$ cat config.mk
export PLATFORM = sky130hd
export DESIGN_NAME = switch_bounce_emulator_flat
export DESIGN_NICKNAME = d
export VERILOG_FILES = /design/src/rtl/switch_bounce_emulator_pkg.sv /design/src/rtl/switch_bounce_emulator_if.sv /design/src/rtl/switch_bounce_emulator_lfsr16.sv /design/src/rtl/switch_bounce_emulator.sv /design/src/flat_wrapper.sv
export SDC_FILE = /design/constraint.sdc
export NUM_CORES = 1
export LEC_CHECK = 0
export ABC_CLOCK_PERIOD_IN_PS = 2500
export CAP_MARGIN = 20
export CORE_MARGIN = 5
export CORE_UTILIZATION = 43
export DETAILED_ROUTE_END_ITERATION = 6
export HOLD_SLACK_MARGIN = 0.06
export SLEW_MARGIN = 20
export SYNTH_ARGS = -nofsm -noshare
export SYNTH_HDL_FRONTEND = slang
export SYNTH_HIERARCHICAL = 1
export SYNTH_SLANG_ARGS = --single-unit
$ cat constraint.sdc
create_clock -name clk -period 2.5 [get_ports clk]
set_input_delay 0.625 -clock clk [delete_from_list [all_inputs] [get_ports clk]]
set_output_delay 0.625 -clock clk [all_outputs]
set_load 0.005 [all_outputs]
$ cat src/rtl/switch_bounce_emulator_pkg.sv
// Shared types and constants for the switch bounce emulator: FSM states and
// the LFSR geometry used to generate contact chatter.
package switch_bounce_pkg;

  typedef enum logic [1:0] {
    IDLE,
    BOUNCE,
    SETTLE
  } state_t;

  localparam int LFSR_W = 16;
  // Feedback taps at bits 15, 13, 12, 10 realise x^16 + x^14 + x^13 + x^11 + 1.
  localparam logic [LFSR_W-1:0] LFSR_TAPS = 16'hB400;

endpackage

$ cat src/rtl/switch_bounce_emulator_if.sv
// Bundle between a stimulus driver (master) and the bounce emulator (slave).
interface switch_bounce_emulator_if;

  logic       req_level;
  logic       sw_out;
  logic       busy;
  logic       stable_level;
  logic [7:0] edge_count;

  modport master (
    output req_level,
    input  sw_out,
    input  busy,
    input  stable_level,
    input  edge_count
  );

  modport slave (
    input  req_level,
    output sw_out,
    output busy,
    output stable_level,
    output edge_count
  );

endinterface

$ cat src/rtl/switch_bounce_emulator_lfsr16.sv
// Free-running 16-bit Fibonacci LFSR; shifts left with the XOR of the tapped
// bits entering at bit 0.
module lfsr16
  import switch_bounce_pkg::*;
#(
  parameter logic [LFSR_W-1:0] SEED = 16'hACE1
) (
  input  logic              clk,
  input  logic              reset,
  output logic [LFSR_W-1:0] state
);

  always_ff @(posedge clk) begin
    if (reset) begin
      state <= SEED;
    end else begin
      state <= {state[LFSR_W-2:0], ^(state & LFSR_TAPS)};
    end
  end

endmodule

$ cat src/rtl/switch_bounce_emulator.sv
// Turns a clean requested level into a chattering switch line: pseudo-random
// bounce ticks, then a settle hold, then the new level becomes stable.
module switch_bounce_emulator
  import switch_bounce_pkg::*;
#(
  parameter int                TICK_M       = 50_000,
  parameter int                BOUNCE_TICKS = 8,
  parameter int                SETTLE_TICKS = 4,
  parameter logic [LFSR_W-1:0] LFSR_SEED    = 16'hACE1
) (
  input  logic                     clk,
  input  logic                     reset,
  switch_bounce_emulator_if.slave  bus
);

  localparam int TW = $clog2(TICK_M);
  localparam int BW = $clog2(BOUNCE_TICKS + 1);
  localparam int SW = $clog2(SETTLE_TICKS + 1);

  localparam logic [TW-1:0] TICK_LAST = TW'(TICK_M - 1);
  localparam logic [BW-1:0] B_LOAD    = BW'(BOUNCE_TICKS);
  localparam logic [BW-1:0] B_ONE     = BW'(1);
  localparam logic [SW-1:0] S_LOAD    = SW'(SETTLE_TICKS);
  localparam logic [SW-1:0] S_ONE     = SW'(1);

  function automatic logic [7:0] sat_inc(input logic [7:0] v);
    return (v == 8'hFF) ? v : v + 8'd1;
  endfunction

  state_t            state_q, state_d;
  logic [TW-1:0]     tick_cnt_q, tick_cnt_d;
  logic [BW-1:0]     bcnt_q, bcnt_d;
  logic [SW-1:0]     scnt_q, scnt_d;
  logic              target_q, target_d;
  logic              sw_q, sw_d;
  logic              stable_q, stable_d;
  logic              busy_q, busy_d;
  logic [7:0]        ecnt_q, ecnt_d;
  logic [LFSR_W-1:0] lfsr;
  logic              tick;
  logic              unused_lfsr;

  lfsr16 #(.SEED(LFSR_SEED)) u_lfsr (
    .clk   (clk),
    .reset (reset),
    .state (lfsr)
  );

  // Only the low bit drives chatter; the rest is the generator's internal state.
  assign unused_lfsr = ^lfsr[LFSR_W-1:1];
  assign tick        = (tick_cnt_q == TICK_LAST);

  always_comb begin
    state_d    = state_q;
    tick_cnt_d = tick ? '0 : tick_cnt_q + 1'b1;
    bcnt_d     = bcnt_q;
    scnt_d     = scnt_q;
    target_d   = target_q;
    sw_d       = sw_q;
    stable_d   = stable_q;
    ecnt_d     = ecnt_q;

    case (state_q)
      IDLE: begin
        sw_d = stable_q;
        if (bus.req_level != stable_q) begin
          target_d   = bus.req_level;
          bcnt_d     = B_LOAD;
          ecnt_d     = '0;
          tick_cnt_d = '0;
          state_d    = BOUNCE;
        end
      end
      BOUNCE: begin
        if (tick) begin
          bcnt_d = bcnt_q - 1'b1;
          // The last bounce tick must win over the first when BOUNCE_TICKS is 1.
          if (bcnt_q == B_ONE) begin
            sw_d    = target_q;
            scnt_d  = S_LOAD;
            state_d = SETTLE;
          end else if (bcnt_q == B_LOAD) begin
            sw_d = target_q;
          end else begin
            sw_d = lfsr[0];
          end
        end
      end
      SETTLE: begin
        sw_d = target_q;
        if (tick) begin
          scnt_d = scnt_q - 1'b1;
          if (scnt_q == S_ONE) begin
            stable_d = target_q;
            state_d  = IDLE;
          end
        end
      end
      default: state_d = IDLE;
    endcase

    if ((state_q != IDLE) && (sw_d != sw_q)) begin
      ecnt_d = sat_inc(ecnt_q);
    end
    busy_d = (state_d != IDLE);
  end

  always_ff @(posedge clk) begin
    if (reset) begin
      state_q    <= IDLE;
      tick_cnt_q <= '0;
      bcnt_q     <= '0;
      scnt_q     <= '0;
      target_q   <= 1'b0;
      sw_q       <= 1'b0;
      stable_q   <= 1'b0;
      busy_q     <= 1'b0;
      ecnt_q     <= '0;
    end else begin
      state_q    <= state_d;
      tick_cnt_q <= tick_cnt_d;
      bcnt_q     <= bcnt_d;
      scnt_q     <= scnt_d;
      target_q   <= target_d;
      sw_q       <= sw_d;
      stable_q   <= stable_d;
      busy_q     <= busy_d;
      ecnt_q     <= ecnt_d;
    end
  end

  assign bus.sw_out       = sw_q;
  assign bus.busy         = busy_q;
  assign bus.stable_level = stable_q;
  assign bus.edge_count   = ecnt_q;

endmodule

$ cat src/flat_wrapper.sv
// flat-port wrapper written by rule: the top's interface ports become plain ports
module switch_bounce_emulator_flat import switch_bounce_pkg::*;
#(
  parameter int                TICK_M       = 50_000,
  parameter int                BOUNCE_TICKS = 8,
  parameter int                SETTLE_TICKS = 4,
  parameter logic [LFSR_W-1:0] LFSR_SEED    = 16'hACE1
)
  (clk, reset, bus_req_level, bus_sw_out, bus_busy, bus_stable_level, bus_edge_count);
  switch_bounce_emulator_if bus_i ();
  input  logic clk;
  input  logic reset;
  input wire logic [$bits(bus_i.req_level)-1:0] bus_req_level;
  output wire logic [$bits(bus_i.sw_out)-1:0] bus_sw_out;
  output wire logic [$bits(bus_i.busy)-1:0] bus_busy;
  output wire logic [$bits(bus_i.stable_level)-1:0] bus_stable_level;
  output wire logic [$bits(bus_i.edge_count)-1:0] bus_edge_count;
  assign bus_i.req_level = bus_req_level;
  assign bus_sw_out = bus_i.sw_out;
  assign bus_busy = bus_i.busy;
  assign bus_stable_level = bus_i.stable_level;
  assign bus_edge_count = bus_i.edge_count;
  switch_bounce_emulator #(.TICK_M(TICK_M), .BOUNCE_TICKS(BOUNCE_TICKS), .SETTLE_TICKS(SETTLE_TICKS), .LFSR_SEED(LFSR_SEED)) u_core (.clk(clk), .reset(reset), .bus(bus_i));
endmodule
==> run_results.csv, run 1 <==
group,metric,value,unit
run_status,run_status,"completed",
route,wl_per_cell,12.2,um
cells_and_area,fillers,539,
clock_tree,insertion_delay,0.30,ns
synth,synth_edf_count,0,
global_routing,antenna_found_initial,0,
worst_setup_path,crit_fanout,5,
cells_and_area,drive_gt1_share,12.2,%
global_routing,grt_use_met1,19.1,%
clock_tree,cts_sinks,53,
placement,dp_hpwl,3410,um
power_and_ir_drop,irDropWorstVdd,0.222,mV
cells_and_area,diodes,0,
worst_setup_path,r2r_slack,0.23,ns
cells_and_area,fin_util,51.8,%
route,finalWirelength,4580,um
worst_setup_path,cp_cell_sequence,"inv_1 > ha_1 > mux2_2 > a21boi_0 > o211ai_1 > and3_1 > nor4_2 > mux2i_1",
die,dieArea,0.00741,mm2
placement,port_buffers,13,
sta,fin_crit_sh,90.6,%
route,avgViaCountPerCell,5.09,
clock_tree,cts_tree,"done",
die,die_h,86.1,um
sta,slew_viol_final,0,
sta,tns,0,ns
worst_setup_path,worstPathRequired,2.74,ns
clock_tree,cts_made_buffers,5,
clock_tree,postCtsSetupBuffers,0,
worst_setup_path,arrival,2.50,ns
placement,place.gp.congestion,0.789,
route,firstDrtPassIters,4,
worst_setup_path,cpPeakStageDelay,0.40,ns
global_routing,grt_pass1_wl,8180,um
synth,postSynthAreaPerCell,8.86,um2
synth,seq_area_frac_synth,42.6,%
route,vias,1913,
synth,ys.warnings.count,6,
sta,hold_ws,0.411,ns
global_routing,grt_usage,13.6,%
global_routing,grt_max_degree,17,
global_routing,busiest_layer,"met2",
clock_tree,ctsResizeCount,0,
synth,syn_inst,281,
sta,fmax,0.441,GHz
global_routing,use_met3,3.27,%
synth,synthesis.area,0.00249,mm2
route,drtIter0Drc,109,
power_and_ir_drop,power.leakage,1.05,nW
global_routing,overflow,0,
synth,syn-num-nets,290,
sta,slew_headroom,68.5,%
worst_setup_path,critPathSlowestCell,"dfxtp_1",
sta,skew,0.0109,ns
power_and_ir_drop,p_per_area,578,mW/mm2
global_routing,grt_pass1_vias,1794,
clock_tree,clockBufferDepth,2,
worst_setup_path,setup.worst_path.end_class,"flip-flop",
synth,synth_top_flop_cell,"dfxtp_1",
die,core_area,0.00557,mm2
synth,ys_ff_latch,53,
worst_setup_path,worst-path-buf-inv,1,
run,maxCapViolCount,0,
worst_setup_path,startpoint_type,"flip-flop",
global_routing,grt_use_met2,20.5,%
clock_tree,clk_pin_slew,0.09,ns
worst_setup_path,crit_type,"flip-flop to flip-flop",
die,start_util,44.6,%
sta,setup_viol,0,
power_and_ir_drop,p_total,0.00167,W
die,num_rows,27,
sta,finalCriticalPeriod,2.27,ns
cells_and_area,area_growth_syn_to_layout,16.0,%
route,ant_nets,0,
cells_and_area,nNetsFinal,312,
sta,tightestPinTransition,0.472,ns
die,ios,14,
synth,async_flop_share,0,%
cells_and_area,final_cell_mix,"53 x dfxtp_1, 39 x nor2_1, 18 x nand2_1",
worst_setup_path,crit_family,"simple AND/OR/NAND/NOR gates",
synth,synth.distinct_cells,54,
clock_tree,cts.htree.levels,2,
sta,finalHoldViolations,0,
clock_tree,root_buffer,"clkbuf_8",
die,die-width,86.1,um
clock_tree,hold_buffers,0,
sta,rsz0062_at_grt,"no",
cells_and_area,final_common_cell,"dfxtp_1",
worst_hold_path,hold_class,"flip-flop to flip-flop",
route,drc,0,
metrics by stage:
stage                     cell area [um2]  cells  setup slack [ns]
after global routing                 2890    376            0.0326
final                                2890    376             0.235
after detailed placement             2750    368            0.0237
after floorplan                      2490    281             0.332
after CTS                            2890    376             0.230
after global placement               2750    368            0.0549
state kept, by name, summed over array words and instances (netlist names):
register / flops
u_core/state_q: 2
u_core/bus.busy: 1
u_core/scnt_q: 3
u_core/tick_cnt_q: 16
u_core/bus.edge_count: 8
u_core/target_q: 1
u_core/bus.sw_out: 1
u_core/bus.stable_level: 1
u_core/bcnt_q: 4
u_core/u_lfsr/state: 16
worst register-to-register path, stage by stage (launching register included):
cell	delay, ns
dfxtp_1	0.40
inv_1	0.06
ha_1	0.23
mux2_2	0.30
a21boi_0	0.26
o211ai_1	0.18
and3_1	0.25
nor4_2	0.31
mux2i_1	0.22
final cells by class:
class / count / area (um2) / share of cell area [%]
Tap cell: 72 / 90.1 / 3.12
Timing Repair Buffer: 26 / 228 / 7.89
Clock inverter: 3 / 65.1 / 2.25
Clock buffer: 5 / 68.8 / 2.38
Sequential cell: 53 / 1060 / 36.8
Inverter: 13 / 48.8 / 1.69
Multi-Input combinational cell: 204 / 1330 / 45.9
per-layer routing:
| layer | share of wire [%] | wire (um) |
|---|---|---|
| met5 | 0 | 0 |
| met4 | 1.0 | 48 |
| met3 | 3.2 | 147 |
| met2 | 43 | 1960 |
| met1 | 53 | 2420 |
kinds of logic (layout without fill, tap and decap cells):
family                   Yosys count  in the layout  share of synthesized area [%]
buffers and inverters             24             47                           4.12
AO/OA/AOI/OAI                     41             41                           10.7
adder cells (fa/ha/maj)            6              6                           3.02
flip-flops                        53             53                           42.6
AND/OR/NAND/NOR                  131            131                           30.1
XOR/XNOR                          21             21                           7.39
multiplexers                       5              5                           2.06
path summary, 6_finish.rpt:
check                    startpoint                        to  cells after the start
max                u_core/bcnt_q[0]  u_core/bus.edge_count[7]                      8
min          u_core/u_lfsr/state[6]    u_core/u_lfsr/state[7]                      1
max reg2reg        u_core/bcnt_q[0]  u_core/bus.edge_count[7]                      8
min reg2reg  u_core/u_lfsr/state[6]    u_core/u_lfsr/state[7]                      1
synth_stat cells, types with 2 or more instances:
cell type   n  area [um2]
a211o_1     2        17.5
a211oi_1    4        30.0
a21o_1      2        15.0
a21oi_1    15        75.1
a31oi_1     2        12.5
and3_1      3        18.8
and4_1      2        17.5
and4_2      2        20.0
clkbuf_1    8        30.0
dfxtp_1    53        1060
ha_1        6        75.1
inv_1      13        48.8
mux2i_1     4        40.0
nand2_1    18        67.6
nand2b_1    3        18.8
nand3_1     9        45.0
nand3b_1    3        22.5
nand4_1     6        37.5
nor2_1     39         146
nor2b_1     9        56.3
nor3_1      7        35.0
nor3b_1     5        37.5
nor4_1      2        12.5
nor4b_2     3        45.0
o21ai_0     6        30.0
or2_1       8        50.1
xnor2_1     7        61.3
xor2_1     14         123
power breakdown:
part | internal [W] | switching, W | leakage (nW) | total [W]
Clock | 0.000397 | 0.000266 | 0.0681 | 0.000663
Combinational | 0.0000554 | 0.0000589 | 0.549 | 0.000114
Sequential | 0.000871 | 0.0000197 | 0.433 | 0.000891
Total | 0.00132 | 0.000344 | 1.05 | 0.00167
Note: power is estimated with default switching activity, not from simulation.
==> run 2: changes to the inputs <==
Settings changed: CTS_CLUSTER_SIZE set to 20.
==> results of run 2 <==
The final DEF is identical to that of run 1; final timing and power are the same.
==> variant, RTL diff (flow settings as in run 1) <==
`BOUNCE_TICKS` is set to 8 in 2 places; all go to 4.
--- a/src/rtl/switch_bounce_emulator.sv
+++ b/src/rtl/switch_bounce_emulator.sv
@@ -5,5 +5,5 @@
 #(
   parameter int                TICK_M       = 50_000,
-  parameter int                BOUNCE_TICKS = 8,
+  parameter int                BOUNCE_TICKS = 4,
   parameter int                SETTLE_TICKS = 4,
   parameter logic [LFSR_W-1:0] LFSR_SEED    = 16'hACE1
--- a/src/flat_wrapper.sv
+++ b/src/flat_wrapper.sv
@@ -3,5 +3,5 @@
 #(
   parameter int                TICK_M       = 50_000,
-  parameter int                BOUNCE_TICKS = 8,
+  parameter int                BOUNCE_TICKS = 4,
   parameter int                SETTLE_TICKS = 4,
   parameter logic [LFSR_W-1:0] LFSR_SEED    = 16'hACE1
Check against the original RTL: same outputs for any inputs over 10 cycles, from zero or initial values and one cycle with reset high; that may be too few to reach the edited logic, so the function may still have changed.
==> variant against run 1 <==
Synthesized area down 7.7%; maximum frequency down 0.92%; highest routed layer unchanged; wire length down 10%; power down 12%; sequential cell count down 1; worst setup slack worse by 21 ps; first-iteration DRC count down 58%; via count down 11%; final area down 8.3%; sequential power down 2%; hold slack worse by 1.2 ps.
==> variant: results (changes against run 1) <==
Outcome
  • Status: completed

Route
  • Initial DRC Count: 46 (-58%)
  • Routed wire per std cell: 11.85 um (-2.6%)
  • Via Count: 1707 (-11%)

Global routing
  • Number of global-route vias before repair: 1636 (-8.8%)
  • Largest net degree at the start of global routing: 19 (+2)
  • Gr usage total: 0.1263 (-0.009727)

Cells and area
  • Layout net count: 285 (-8.7%)
  • Share of cells above drive strength 1: 0.1268 (+0.005101)

Yosys
  • Gate Count Post-Synth: 253 (-10%)
  • Net Count, Synth: 263 (-9.3%)
  • Ys Warns: 6 (unchanged)
  • Register area share after synthesis: 0.4532 (+0.02681)
  • Top area cells in the synthesized netlist: dfxtp_1 (45%), nor2_1 (4.9%), xor2_1 (4.2%)

Placement
  • Inst Count DP: 337 (-8.4%)
  • Post-DP Area: 2541 sq um (-7.7%)
  • GPL Wtd Cong: 0.7611 (-3.5%)
  • Post-detail-place hpwl: 2954 um (-13%)

Timing
  • WHS: 409.6 ps (-1.160 ps)
  • Final setup skew: 10.54 ps (-0.3830 ps)
  • Slew HR: 0.6358 (-0.04927)

Pwr
  • Clock network power: 495 uW (-25%)
  • Pleak: 0.0009749 uW (-7.2%)
  • Sw Ratio: 0.2425 (+0.03614)
  • Flop+latch power: 872 uW (-2%)

Setup path
  • Worst Path Max Fanout: 11 (+6)
  • WP data arrival: 2540 ps (+40 ps)
  • Reg2reg setup slack: 210 ps (-20 ps)

Min path
  • Worst hold start: u_core/u_lfsr/state[4]$_SDFF_PP0_
  • Hold EP: u_core/u_lfsr/state[5]$_SDFF_PP1_
==> variant: cell count changes after synthesis, sizes merged, moves of 3 or more <==
cell | before | now
nor3b | 5 | 0
or3 | 2 | 5
inv | 13 | 8
xor2 | 14 | 11
and4 | 4 | 1
a211oi | 4 | 0
nor2 | 39 | 30
clkbuf | 8 | 5
nor3 | 7 | 4
and4bb | 0 | 4
==> variant: worst max-delay path, stage by stage, from the launching register on <==
cell and delay [ps]:
dfxtp_1 350, inv_1 80, ha_1 200, mux2i_1 170, mux2i_1 290, and4bb_1 260, a2111o_1 160, nand2_4 110
or4_1 480, a21oi_1 140
==> variant: layout make-up <==
class                           instances  area, sq um  share of cell area
Timing Repair Buffer                   24        212.7             0.08034
Clock buffer                            5        68.82             0.02599
Clock inverter                          3        25.02            0.009452
Tap cell                               70        87.58             0.03308
Multi-Input combinational cell        184         1182              0.4466
Inverter                                8        30.03             0.01134
Sequential cell                        52         1041              0.3932
==> variant: worst max-delay path by stage <==
stage | startpoint | to | slack (ps)
floorplan | u_core/bcnt_q[0]$_SDFFE_PP0P_ | u_core/bus.edge_count[7]$_SDFFE_PP0P_ | 420
global placement | bus_req_level | u_core/bus.edge_count[7]$_SDFFE_PP0P_ | 30
detailed placement | bus_req_level | u_core/bus.edge_count[7]$_SDFFE_PP0P_ | -20
CTS | u_core/bcnt_q[0]$_SDFFE_PP0P_ | u_core/bus.edge_count[7]$_SDFFE_PP0P_ | 140
global route | u_core/bcnt_q[0]$_SDFFE_PP0P_ | u_core/bus.edge_count[7]$_SDFFE_PP0P_ | 9
finish | u_core/bcnt_q[0]$_SDFFE_PP0P_ | u_core/bus.edge_count[7]$_SDFFE_PP0P_ | 210
==> variant: per-layer routing <==
layer | vias up | GRT usage | wire (um)
met1 | 779 | 0.1798 | 2273
li1 | 909 | - | -
met3 | 4 | 0.03366 | 105
met5 | - | 0 | 0
met2 | 15 | 0.1844 | 1677
met4 | 0 | 0.04160 | 45
==> variant: cells by family after synthesis <==
family / Yosys count / share of synthesized area
simple gates: 118 / 0.2887
mux: 3 / 0.01307
flops: 52 / 0.4532
buf+inv: 17 / 0.03431
fa+ha+maj: 7 / 0.03812
xor+xnor: 20 / 0.07625
compound gates: 36 / 0.09641
==> variant: metrics by stage <==
step,utilization,total power (uW),setup slack (ps)
floorplan,-,948.8,415.4
global placement,0.4944,982.6,31.47
detailed placement,0.4944,981.6,-17.62
CTS,0.5127,1486,143.3
global route,0.5151,1543,9.261
finish,0.5151,1463,213.9
==> variant: what timing repair did <==
item | 4_1_cts | 5_1_grt
endpoints found under the hold margin | 0 | 0
setup endpoints to repair | 0 | 3
setup buffers | 0 | 1
gates resized for setup | 0 | 1
